### src/rtl/videogen_timing_pkg.sv
// Shared types and constants for the raster timing generator and its users.
// Counter widths, the timing-config bundle and a reference 640x480@60 setting.
package videogen_timing_pkg;

    localparam int HCNT_W = 12;
    localparam int VCNT_W = 11;

    typedef struct packed {
        logic [HCNT_W-1:0] h_total;
        logic [HCNT_W-1:0] h_active;
        logic [7:0]        h_synclen;
        logic [8:0]        h_backporch;
        logic [VCNT_W-1:0] v_total;
        logic [VCNT_W-1:0] v_active;
        logic [3:0]        v_synclen;
        logic [8:0]        v_backporch;
    } timing_cfg_t;

    localparam timing_cfg_t VGA_640X480_CFG = '{
        h_total:     12'd800,
        h_active:    12'd640,
        h_synclen:   8'd96,
        h_backporch: 9'd48,
        v_total:     11'd525,
        v_active:    11'd480,
        v_synclen:   4'd2,
        v_backporch: 9'd33
    };

    // A raster needs at least two positions per axis to form a line/frame.
    function automatic logic cfg_degenerate(input timing_cfg_t cfg);
        return (cfg.h_total < HCNT_W'(2)) || (cfg.v_total < VCNT_W'(2));
    endfunction

endpackage

### src/rtl/videogen_delay_line.sv
// Fixed-depth register pipeline with a per-bit reset value.
// Used to align sync/DE with a downstream pipeline of known latency.
module videogen_delay_line #(
    parameter int               WIDTH     = 1,
    parameter int               DEPTH     = 1,
    parameter logic [WIDTH-1:0] RESET_VAL = '0
) (
    input  logic             pclk,
    input  logic             reset_n,
    input  logic [WIDTH-1:0] d,
    output logic [WIDTH-1:0] q
);

    generate
        if (DEPTH == 0) begin : g_bypass
            assign q = d;
        end else begin : g_pipe
            logic [WIDTH-1:0] stage [DEPTH];

            always_ff @(posedge pclk or negedge reset_n) begin
                if (!reset_n) begin
                    for (int i = 0; i < DEPTH; i++) begin
                        stage[i] <= RESET_VAL;
                    end
                end else begin
                    stage[0] <= d;
                    for (int i = 1; i < DEPTH; i++) begin
                        stage[i] <= stage[i-1];
                    end
                end
            end

            assign q = stage[DEPTH-1];
        end
    endgenerate

endmodule

### src/rtl/videogen_timing.sv
// Programmable raster timing generator: scan coordinates for the pattern generator
// plus active-low HSYNC/VSYNC and DE delayed to match the pattern pipeline.
module videogen_timing
    import videogen_timing_pkg::*;
#(
    parameter int PAT_LATENCY = 1
) (
    input  logic              pclk,
    input  logic              reset_n,
    input  logic              enable,
    input  logic [11:0]       H_TOTAL,
    input  logic [11:0]       H_ACTIVE,
    input  logic [7:0]        H_SYNCLEN,
    input  logic [8:0]        H_BACKPORCH,
    input  logic [10:0]       V_TOTAL,
    input  logic [10:0]       V_ACTIVE,
    input  logic [3:0]        V_SYNCLEN,
    input  logic [8:0]        V_BACKPORCH,
    output logic [HCNT_W-1:0] xpos,
    output logic [VCNT_W-1:0] ypos,
    output logic              HSYNC_out,
    output logic              VSYNC_out,
    output logic              DE_out,
    output logic              frame_start
);

    timing_cfg_t       cfg_in;
    timing_cfg_t       shadow;
    logic [HCNT_W-1:0] h_cnt;
    logic [VCNT_W-1:0] v_cnt;
    logic              degenerate;
    logic              h_last;
    logic              v_last;
    logic              frame_wrap;

    assign cfg_in = '{
        h_total:     H_TOTAL,
        h_active:    H_ACTIVE,
        h_synclen:   H_SYNCLEN,
        h_backporch: H_BACKPORCH,
        v_total:     V_TOTAL,
        v_active:    V_ACTIVE,
        v_synclen:   V_SYNCLEN,
        v_backporch: V_BACKPORCH
    };

    assign degenerate = cfg_degenerate(shadow);
    assign h_last     = (h_cnt == shadow.h_total - HCNT_W'(1));
    assign v_last     = (v_cnt == shadow.v_total - VCNT_W'(1));
    // A degenerate raster has no real wrap, so keep sampling the inputs;
    // otherwise it could never leave that state (e.g. right after reset).
    assign frame_wrap = degenerate || (h_last && v_last);

    always_ff @(posedge pclk or negedge reset_n) begin
        if (!reset_n) begin
            shadow <= '0;
        end else if (!enable || frame_wrap) begin
            shadow <= cfg_in;
        end
    end

    always_ff @(posedge pclk or negedge reset_n) begin
        if (!reset_n) begin
            h_cnt <= '0;
            v_cnt <= '0;
        end else if (!enable || degenerate) begin
            h_cnt <= '0;
            v_cnt <= '0;
        end else if (h_last) begin
            h_cnt <= '0;
            v_cnt <= v_last ? '0 : v_cnt + VCNT_W'(1);
        end else begin
            h_cnt <= h_cnt + HCNT_W'(1);
        end
    end

    // Window edges are kept one bit wider than the counters so that large
    // back porch + active sums never wrap into the start of the line/frame.
    logic [HCNT_W:0]   hstart;
    logic [HCNT_W:0]   hend;
    logic [VCNT_W:0]   vstart;
    logic [VCNT_W:0]   vend;
    logic              h_ge;
    logic              v_ge;
    logic              h_act;
    logic              v_act;
    logic              hs_c;
    logic              vs_c;
    logic [HCNT_W-1:0] xpos_c;
    logic [VCNT_W-1:0] ypos_c;

    assign hstart = (HCNT_W+1)'(shadow.h_synclen) + (HCNT_W+1)'(shadow.h_backporch);
    assign hend   = hstart + (HCNT_W+1)'(shadow.h_active);
    assign vstart = (VCNT_W+1)'(shadow.v_synclen) + (VCNT_W+1)'(shadow.v_backporch);
    assign vend   = vstart + (VCNT_W+1)'(shadow.v_active);

    assign h_ge   = ({1'b0, h_cnt} >= hstart);
    assign v_ge   = ({1'b0, v_cnt} >= vstart);
    assign h_act  = h_ge && ({1'b0, h_cnt} < hend);
    assign v_act  = v_ge && ({1'b0, v_cnt} < vend);
    assign hs_c   = (h_cnt < HCNT_W'(shadow.h_synclen));
    assign vs_c   = (v_cnt < VCNT_W'(shadow.v_synclen));
    assign xpos_c = h_ge ? (h_cnt - hstart[HCNT_W-1:0]) : '0;
    assign ypos_c = v_ge ? (v_cnt - vstart[VCNT_W-1:0]) : '0;

    logic hs1;
    logic vs1;
    logic de1;

    always_ff @(posedge pclk or negedge reset_n) begin
        if (!reset_n) begin
            hs1         <= 1'b0;
            vs1         <= 1'b0;
            de1         <= 1'b0;
            xpos        <= '0;
            ypos        <= '0;
            frame_start <= 1'b0;
        end else if (!enable) begin
            hs1         <= 1'b0;
            vs1         <= 1'b0;
            de1         <= 1'b0;
            xpos        <= '0;
            ypos        <= '0;
            frame_start <= 1'b0;
        end else begin
            hs1         <= hs_c;
            vs1         <= vs_c;
            de1         <= h_act && v_act && !degenerate;
            xpos        <= xpos_c;
            ypos        <= ypos_c;
            frame_start <= (h_cnt == '0) && (v_cnt == '0) && !degenerate;
        end
    end

    // Pipe carries the output polarity so its reset value is the idle level.
    logic [2:0] sync_d;
    logic [2:0] sync_q;

    assign sync_d = {~hs1, ~vs1, de1};

    videogen_delay_line #(
        .WIDTH     (3),
        .DEPTH     (PAT_LATENCY),
        .RESET_VAL (3'b110)
    ) u_sync_delay (
        .pclk    (pclk),
        .reset_n (reset_n),
        .d       (sync_d),
        .q       (sync_q)
    );

    assign HSYNC_out = sync_q[2];
    assign VSYNC_out = sync_q[1];
    assign DE_out    = sync_q[0];

endmodule

### config.mk
export PLATFORM = sky130hd
export DESIGN_NAME = videogen_timing
export DESIGN_NICKNAME = d
export VERILOG_FILES = /design/src/rtl/videogen_timing_pkg.sv /design/src/rtl/videogen_delay_line.sv /design/src/rtl/videogen_timing.sv
export SDC_FILE = /design/constraint.sdc
export NUM_CORES = 1
export LEC_CHECK = 0
export BUFFER_PORTS_ARGS = -buffer_cell sky130_fd_sc_hd__buf_2
export CAP_MARGIN = 20
export CORE_ASPECT_RATIO = 0.6
export CORE_MARGIN = 4
export CORE_UTILIZATION = 40
export CTS_CLUSTER_DIAMETER = 40
export DETAILED_ROUTE_END_ITERATION = 8
export GPL_TIMING_DRIVEN = 0
export PLACE_DENSITY = 0.61
export SYNTH_ARGS = -nofsm -noshare
export SYNTH_HDL_FRONTEND = slang
export SYNTH_SLANG_ARGS = --single-unit
### constraint.sdc
create_clock -name pclk -period 6.7 [get_ports pclk]
set_input_delay 1.34 -clock pclk [delete_from_list [all_inputs] [get_ports pclk]]
set_output_delay 1.34 -clock pclk [all_outputs]
set_load 0.01 [all_outputs]
==> summary.txt, run 1 <==
Run status
  – Status: finished clean

Floorplanning
  – Die width: 198.7 microns
  – Starting Density: 41.09%
  – Row Count: 41
  – Die Ht: ~120 microns
  – Die area: roughly 24,000 sq um
  – Io pins: 106
  – Core area: about 21,000 sq um

Setup path
  – CP arrival: about 5400 ps
  – Largest fanout on the critical path: 6
  – Slowest CP cell: dfrtp_1
  – Top cell by count, worst path: ha_1
  – Worst Setup End Kind: flop
  – Cells along the critical path: ha_1 -> fa_1 -> a21o_1 -> a21oi_1 -> o21bai_1 -> a21oi_1 -> o21ai_0 -> xor2_1 -> ha_1 -> and3_1 -> a211oi_1 -> nor2b_1 -> o21ai_0 -> xor2_1 -> ha_1 -> a2111o_1 -> o22ai_1 -> a211o_1 -> o2111a_1
  – WS Path Type: flop to flop
  – Worst setup SP type: flop
  – Req. time, crit path: 7040 ps
  – CP Buf/Inv Count: 0
  – Flop-to-flop setup slack: ~1600 ps
  – Reg-to-reg critical path endpoint: de1
  – Critical path's top delay family: compound AO/OA/AOI/OAI gates
  – Reg2reg path depth: 19
  – Reg-to-Reg Start: shadow[44]
  – CP max stage delay: ~440 ps

STA
  – Worst-Margin Slew: roughly 900 ps
  – Max Clk Rate: around 200 MHz
  – Worst Clk Skew: 12.83 ps
  – Max-slew headroom: between 30% and 40%
  – Final setup viols: 0
  – Slew Limit Fails: 0
  – Final Cycle Share: around three quarters
  – RSZ-0062 raised after global routing: false
  – Post-layout min period: slightly above 5000 ps
  – Hold Fails Final Rpt: 0
  – Final worst slack: between 1500 and 2000 ps
  – Setup TNS: 0 ps

Clock tree
  – Clk buf depth: 2
  – Clock sink total: around 130
  – Clk_lat worst skew: 430 ps
  – Post-CTS Setup Bufs: 0
  – Clock root buffer: clkbuf_16
  – CTS resizes: 0
  – TritonCTS clock tree: yes
  – Post-cts hold buffer count: 0
  – H-tree lvl count: 4
  – Clk slew on worst S/H paths: approximately 60 ps
  – Inserted Clock Buffers: 17

Power and ir drop
  – Maximum vdd ir drop: 0.1514 mV
  – Leakage power: between 5 and 6 nW
  – Pint: a little over 0.002 W
  – Power per Cell Area: around 300 nW/um^2
  – Logic pwr share: 37.0%
  – Clk pwr share: around a third
  – Total power: 0.003083 W
  – Power share of the sequential group: between 30% and 40%
  – Switching pwr: 0.001055 W
  – Switching share of total power: 34.23%

Finish
  – Most frequent cells in the layout: 127 x dfrtp_1, 111 x buf_2, 94 x ha_1
  – Area delta synth->final: 17.79%
  – Nets: 1,181
  – Antenna cells: 0
  – Layout cells sized above 1: around 16%
  – Final non-filler cell total: 1,294
  – Most common cell after layout, fill and taps aside: dfrtp_1
  – Fill count: between 2,000 and 2,500

Logic synthesis
  – Post-Syn Area: 8727 sq um
  – Yosys cell types: 67
  – Synth async-reset ratio: 100.0%
  – Post-synth EDFFs: 0
  – Net Count, Synth: around 1,100
  – Post-synth top flop: dfrtp_1
  – Seq/Total Area, Yosys: between 30 and 40%
  – Yosys Warn Count: 0
  – Post-Syn Area per Cell: around 10 sq um
  – Mapped Cells: 876
  – Yosys reg bits: around 130

Global routing
  – Largest net degree at the start of global routing: slightly above 70
  – GR Util All Layers: between 20% and 30%
  – Vias in the first global route: 6,548
  – Initial antenna violation count: 1
  – Total grt overflow: 0
  – First-pass GRT wire length: about 37,000 microns

Placement
  – Final HPWL from detailed placement: 18,550 microns
  – Worst slack, placed: about 1800 ps
  – RD Place Congestion: ~0.90
  – IO Port Bufs: roughly 110
  – Placed cells: around 1,300

Detailed routing
  – DRT Pass-1 Iters: 4
  – Vias: between 6,000 and 7,000
  – DR WL/cell: roughly 18 microns
  – Routed WL: 23,880 microns
  – Number of DRC markers in iteration 0: ~370
  – Antenna Violating Nets Remaining: 0
  – Vias per inst: roughly 5.4
  – DRC: 0

Worst hold path
  – Origin of the worst min-delay path: de1
  – Hold Path Sink: u_sync_delay.q[0]
  – Worst min path class: flop to flop
  – WHS Path Cells: 0

Run
  – Max-cap viol count: 0
## through the flow
stage	utilization, %	hold slack, ps	area (sq um)
3_5_place_dp	45.37	335.5	9635
3_3_place_gp	45.21	335.5	9602
2_1_floorplan	-	331.2	8727
5_1_grt	48.40	352.2	10280
6_report	48.40	346.0	10280
4_1_cts	48.38	347.5	10270
## final cells by class
class	count	area, sq um	area share, %
multi-input cells	665	5127	49.88
flip-flops and latches	129	3231	31.43
repair buffers	107	564.3	5.489
clock buffers	22	484.2	4.710
well taps	279	349.1	3.396
inverters	56	210.2	2.045
plain buffers	26	158.9	1.546
clock inverters	10	155.1	1.509
## sequential cells by signal (all words and copies together) (netlist names), 3 cells and up
register,count
ypos,11
shadow,76
v_cnt,11
u_sync_delay.q,3
xpos,12
h_cnt,12
## cells in the mapped netlist, types with 6 or more instances
library cell / number / area (sq um)
a21o_1: 28 / 210.2
and3_1: 12 / 75.07
or3_1: 6 / 37.54
nand3_1: 35 / 175.2
xor2_1: 45 / 394.1
a22o_1: 9 / 78.83
a21oi_1: 34 / 170.2
inv_1: 54 / 202.7
mux2_1: 58 / 653.1
nor4_1: 10 / 62.56
o21a_1: 9 / 67.56
o21ai_0: 35 / 175.2
dfrtp_1: 127 / 3178
fa_1: 6 / 120.1
xnor2_1: 42 / 367.9
nand2_1: 29 / 108.9
ha_1: 94 / 1176
clkbuf_1: 11 / 41.29
nand4_1: 11 / 68.82
nor2_1: 61 / 229.0
o21ai_1: 26 / 130.1
buf_2: 7 / 35.03
nor2b_1: 24 / 150.1
nor3_1: 15 / 75.07
nand2b_1: 16 / 100.1
## routing by layer
metal	vias up	share of wire [%]	global-route usage [%]
li1	3367	-	-
met1	3366	56	33.86
met3	19	7.1	5.460
met2	206	36	23.96
met4	0	1.3	5.594
met5	-	0	0
## power by group through the flow
stage               clock (W)  sequential [W]  combinational (W)
CTS                   0.00104        0.000929            0.00113
global placement            0        0.000940            0.00110
global route          0.00106        0.000940            0.00129
floorplan                   0        0.000916           0.000853
finish                0.00101        0.000930            0.00114
detailed placement          0        0.000942            0.00112
## how the worst max path moves through the flow
stage	cells after the start	startpoint	slack, ps	to
final	19	shadow[44]	1640	de1
after global routing	19	shadow[44]	1400	de1
after CTS	19	shadow[35]	1760	de1
after detailed placement	19	shadow[44]	1820	de1
after global placement	19	shadow[44]	1830	de1
after floorplan	19	shadow[35]	2570	de1
## logic make-up after synthesis
family          count (synthesis)  share of synthesized area, %
xor+xnor                       87                         8.731
compound gates                179                         13.16
fa+ha+maj                     100                         14.85
buf+inv                        82                         4.229
flops                         129                         37.02
mux                            59                         7.599
simple gates                  240                         14.41
(Power assumes the default switching activity.)
==> run 2, diff against run 1 <==
==> constraint.sdc (replaced) <==
create_clock -name pclk -period 4.8 [get_ports pclk]
set_input_delay 0.96 -clock pclk [delete_from_list [all_inputs] [get_ports pclk]]
set_output_delay 0.96 -clock pclk [all_outputs]
set_load 0.01 [all_outputs]
==> summary.txt, run 2 (synthesis gave the netlist of run 1 again) <==
Finish
  – Most frequent cells in the layout: 127 x dfrtp_1, 111 x buf_2, 93 x ha_1
  – Area delta synth->final: 18.44%
  – Most common cell after layout, fill and taps aside: dfrtp_1
  – Design area: about 10,000 sq um
  – Fill count: just over 2,000
  – Layout cells sized above 1: 16.81%
  – Antenna cells: 0
  – Reg with most FFs: shadow
  – Biggest regs: shadow (76), h_cnt (12), xpos (12)
  – Largest register FFs: between 70 and 80
  – Nets: 1,183
  – Final non-filler cell total: ~1,300

Clock tree
  – H-tree lvl count: 4
  – Clk_lat worst skew: roughly 430 ps
  – Post-cts hold buffer count: 0
  – Clk buf depth: 2
  – Clock sink total: roughly 130
  – Inserted Clock Buffers: 17
  – Clock root buffer: clkbuf_16
  – Clk slew on worst S/H paths: around 60 ps
  – TritonCTS clock tree: yes

Power and ir drop
  – Maximum vdd ir drop: 0.2123 mV
  – Leakage power: between 5 and 6 nW
  – Total power: roughly 0.0044 W
  – Power per Cell Area: approximately 420 nW/um^2

STA
  – Max-slew headroom: a little over a third
  – Final Cycle Share: a little over nine tenths
  – Slew Limit Fails: 0
  – Hold Fails Final Rpt: 0
  – Post-layout min period: 4627 ps
  – Setup TNS: 0 ps
  – Worst-Margin Slew: roughly 950 ps
  – Worst Clk Skew: ~12 ps
  – Final setup viols: 0
  – Max Clk Rate: 216.1 MHz

Setup path
  – CP max stage delay: approximately 440 ps
  – Worst setup SP type: flop
  – Req. time, crit path: 5140 ps
  – Largest fanout on the critical path: 6
  – WS Path Type: flop to flop
  – Worst Setup End Kind: flop
  – CP arrival: roughly 5000 ps
  – Slowest CP cell: dfrtp_1
  – Cells along the critical path: ha_1 -> fa_1 -> a21o_1 -> a21oi_2 -> o21bai_1 -> a21oi_2 -> o21ai_0 -> xor2_1 -> ha_4 -> and3_1 -> a211oi_2 -> nor2b_1 -> o21ai_1 -> xor2_1 -> ha_1 -> a2111o_1 -> o22ai_1 -> a211o_1 -> o2111a_1

Floorplanning
  – Die Ht: between 100 and 150 microns
  – Die area: roughly 24,000 sq um
  – Io pins: between 100 and 150
  – Row Count: a little over 40
  – Core area: 21,240 sq um
  – Die width: 198.7 microns
  – Starting Density: roughly two fifths

Global routing
  – First-pass GRT wire length: about 37,000 microns
  – Largest net degree at the start of global routing: 72
  – Initial antenna violation count: 1
  – Vias in the first global route: 6,560
  – Total grt overflow: 0
  – GR Util All Layers: 20.17%

Placement
  – IO Port Bufs: roughly 110
  – Placed Area: about 9600 sq um
  – Placed cells: 1,261
  – RD Place Congestion: 0.9034
  – Final HPWL from detailed placement: ~19,000 microns

Worst hold path
  – Worst min path class: flop to flop

Detailed routing
  – Antenna Violating Nets Remaining: 0
  – DRT Pass-1 Iters: 5
  – DRC: 0
  – Routed WL: about 24,000 microns
  – Number of DRC markers in iteration 0: approximately 380
  – DR WL/cell: about 19 microns
  – Vias per inst: about 5.4
  – Vias: 6,984

Run
  – Max-cap viol count: 0

Run status
  – Status: finished clean
[run 2: cell count changes in the layout (fill, tap and decap cells not counted)]
cell      change
a211oi_2      +1
buf_4         +2
o21ai_0       -2
a21oi_1       -3
a211oi_1      -1
a21oi_2       +3
nor3_2        +1
ha_4          +1
ha_1          -1
a41oi_2       +1
nor3_1        -1
o21ai_1       +2
a41oi_1       -1
[run 2: layout make-up]
class / instances / area, sq um / share of cell area [%]
buffer: 26 / 158.9 / 1.537
clock buffer: 22 / 484.2 / 4.685
clock inverter: 10 / 155.1 / 1.501
inverter: 56 / 210.2 / 2.034
multi-input combinational: 665 / 5169 / 50.01
sequential: 129 / 3231 / 31.26
tap: 279 / 349.1 / 3.377
timing repair buffer: 109 / 579.3 / 5.605
[run 2: path summary, 6_finish.rpt]
path | from | end | slack (ps) | cells after the start
worst max-delay path | shadow[44] | de1 | 170 | 19
worst min-delay path | de1 | u_sync_delay.q[0] | 350 | 0
worst max register to register | shadow[44] | de1 | 170 | 19
worst min register to register | de1 | u_sync_delay.q[0] | 350 | 0
max in group asynchronous | reset_n | u_sync_delay.q[1] | 3450 | 2
min in group asynchronous | reset_n | shadow[41] | 560 | 1
[run 2: worst max-delay path, delay by kind of cell, from the launching register on]
family                     cells  cell delay (ps)
DFF                            1              440
xor gates and xnor gates       2              440
AOI/OAI and AO/OA             11             2250
adders and majority gates      4             1140
and+or+nand+nor                2              270
[run 2: metal layers]
metal / track usage (%) / vias to the layer above / share of wire [%]
met4: 5.594 / 0 / 1.3
met3: 5.460 / 20 / 7.2
met5: 0 / - / 0
met2: 24.02 / 228 / 36
met1: 33.88 / 3362 / 56
li1: - / 3374 / -
[run 2: timing repair]
item,in CTS,in global routing
pin swaps,1,2
endpoints found under the setup margin,1,11
resized for setup,1,9
buffers inserted,1,1
[run 2: where the power goes]
group / total [W] / internal, W / leakage, nW / switching, W
clock: 0.00141 / 0.000920 / 0.312 / 0.000494
sequential: 0.00130 / 0.00119 / 1.62 / 0.000108
combinational: 0.00164 / 0.000748 / 3.17 / 0.000894
total: 0.00435 / 0.00286 / 5.11 / 0.00150
[run 2: per-stage QoR]
| stage | utilization [%] | setup slack (ps) | hold slack (ps) |
|---|---|---|---|
| after detailed placement | 45.37 | -75.39 | 335.5 |
| after floorplan | - | 669.5 | 331.2 |
| after global routing | 48.67 | -25.53 | 352.2 |
| after global placement | 45.21 | -68.02 | 335.5 |
| final | 48.67 | 172.6 | 346.0 |
| after CTS | 48.43 | 14.18 | 347.5 |
==> run 3, diff against run 2 <==
--- a/config.mk
+++ b/config.mk
@@ -14,6 +14,7 @@
 export DETAILED_ROUTE_END_ITERATION = 8
 export GPL_TIMING_DRIVEN = 0
 export PLACE_DENSITY = 0.61
+export RECOVER_POWER = 25
 export SYNTH_ARGS = -nofsm -noshare
 export SYNTH_HDL_FRONTEND = slang
 export SYNTH_SLANG_ARGS = --single-unit
==> summary.txt, run 3 (synthesis gave the netlist of run 1 again) <==
Setup path
  – Reg2reg path depth: 19
  – CP arrival: roughly 5000 ps
  – Worst setup SP type: flop
  – Flop-to-flop setup slack: 170 ps
  – Worst Setup End Kind: flop
  – Reg-to-Reg Start: shadow[44]
  – Largest fanout on the critical path: 6
  – WS Path Type: flop to flop
  – Req. time, crit path: around 5000 ps
  – Reg-to-reg critical path endpoint: de1

STA
  – Slew Limit Fails: 71
  – Worst Clk Skew: 12.32 ps
  – Post-layout min period: between 4000 and 5000 ps
  – Max-slew headroom: -119.3%
  – Hold Slack: about 350 ps
  – Final Cycle Share: between 90 and 100%
  – Max Clk Rate: ~220 MHz
  – Final setup viols: 0
  – Hold Fails Final Rpt: 0
  – Worst-Margin Slew: around 3300 ps
  – Final worst slack: between 150 and 200 ps

Clock tree
  – Inserted Clock Buffers: 17
  – Clk slew on worst S/H paths: roughly 60 ps
  – Clk buf depth: 2
  – Clock sink total: between 100 and 150
  – Clock root buffer: clkbuf_16
  – Post-cts hold buffer count: 0
  – TritonCTS clock tree: yes
  – H-tree lvl count: 4
  – Clk_lat worst skew: ~430 ps

Run status
  – Failing checks: max-capacitance violations, max-slew violations
  – Status: complete, but fails checks

Global routing
  – GR Util All Layers: about a fifth
  – Largest net degree at the start of global routing: 72
  – Total grt overflow: 0
  – First-pass GRT wire length: about 37,000 microns
  – Initial antenna violation count: 1
  – Vias in the first global route: between 6,000 and 7,000

Floorplanning
  – Die area: around 24,000 sq um
  – Die Ht: approximately 120 microns
  – Row Count: between 40 and 50
  – Starting Density: roughly two fifths
  – Io pins: around 110
  – Core area: between 20,000 and 25,000 sq um
  – Die width: approximately 200 microns

Finish
  – Area delta synth->final: 18.41%
  – Most common cell after layout, fill and taps aside: dfrtp_1
  – Largest register FFs: 76
  – Most frequent cells in the layout: 127 x dfrtp_1, 111 x buf_2, 93 x ha_1
  – Biggest regs: shadow (76), h_cnt (12), xpos (12)
  – Reg with most FFs: shadow
  – Nets: 1,183
  – Antenna cells: 0
  – Layout cells sized above 1: 16.72%

Worst hold path
  – Hold Path Sink: u_sync_delay.q[0]
  – Origin of the worst min-delay path: de1
  – Worst min path class: flop to flop
  – WHS Path Cells: 0

Detailed routing
  – Antenna Violating Nets Remaining: 0
  – Vias: between 6,000 and 7,000
  – Number of DRC markers in iteration 0: about 380
  – Vias per inst: 5.380
  – DRC: 0
  – DR WL/cell: roughly 19 microns
  – Routed WL: 24,060 microns
  – DRT Pass-1 Iters: 4

Placement
  – IO Port Bufs: 105
  – RD Place Congestion: 0.9034
  – Worst slack, placed: -75.39 ps
  – Final HPWL from detailed placement: about 19,000 microns

Power and ir drop
  – Power per Cell Area: 421.4 nW/um^2
  – Leakage power: between 5 and 6 nW
  – Maximum vdd ir drop: 0.2124 mV

Run
  – Max-cap viol count: 1
[run 3: cell types whose count changed in the layout (fill, tap and decap cells not counted), sizes merged]
cell         change
dlygate4sd2      +1
buf              -1
[run 3: through the flow]
| step | util [%] | std cells | setup TNS, ps | power (W) | area (sq um) |
|---|---|---|---|---|---|
| 2_1_floorplan | - | 876 | 0 | 0.002469 | 8727 |
| 3_3_place_gp | 45.21 | 1260 | -68.02 | 0.002851 | 9602 |
| 3_5_place_dp | 45.37 | 1261 | -75.39 | 0.002878 | 9635 |
| 4_1_cts | 48.43 | 1294 | 0 | 0.004332 | 10290 |
| 5_1_grt | 48.66 | 1296 | -25.53 | 0.004653 | 10330 |
| 6_report | 48.66 | 1296 | 0 | 0.004354 | 10330 |
[run 3: worst max-delay path, stage by stage, from the launching register on]
cell and delay (ps):
dfrtp_1 440, ha_1 240, fa_1 400, a21o_1 180, a21oi_2 180, o21bai_1 100, a21oi_2 210, o21ai_0 150
xor2_1 340, ha_4 290, and3_1 180, a211oi_2 250, nor2b_1 90, o21ai_1 140, xor2_1 100, ha_1 210
a2111o_1 420, o22ai_1 190, a211o_1 170, o2111a_1 260
[run 3: area by class of cell]
cell class	instances	area, sq um
sequential	129	3231
clock inverter	10	155.1
buffer	26	158.9
multi-input combinational	665	5169
timing repair buffer	109	576.8
inverter	56	210.2
fill	2073	10900
tap	279	349.1
clock buffer	22	484.2
[run 3: worst max-delay path by stage]
stage | from | endpoint | slack, ps | depth (start not counted)
finish | shadow[44] | de1 | 170 | 19
detailed placement | shadow[44] | de1 | -80 | 19
floorplan | shadow[35] | de1 | 670 | 19
global placement | shadow[44] | de1 | -70 | 19
global route | shadow[44] | de1 | -30 | 19
CTS | shadow[35] | de1 | 10 | 19
[run 3: what timing repair did]
| item | CTS | global route |
|---|---|---|
| resized for setup | 1 | 9 |
| pin swaps | 1 | 2 |
| endpoints found under the hold margin | 0 | 0 |
| setup buffers | 1 | 1 |
| endpoints found under the setup margin | 1 | 11 |
[run 3: report_power, final]
part | total [W] | switching (W) | internal [W]
Combinational | 0.00164 | 0.000894 | 0.000747
Clock | 0.00141 | 0.000494 | 0.000920
Sequential | 0.00130 | 0.000108 | 0.00119
[run 3: layer usage]
metal	wire length, microns	vias to the layer above	global-route usage, %
li1	-	3373	-
met1	13380	3358	33.88
met2	8667	222	24.02
met3	1704	20	5.460
met4	308	0	5.594
met5	0	-	0
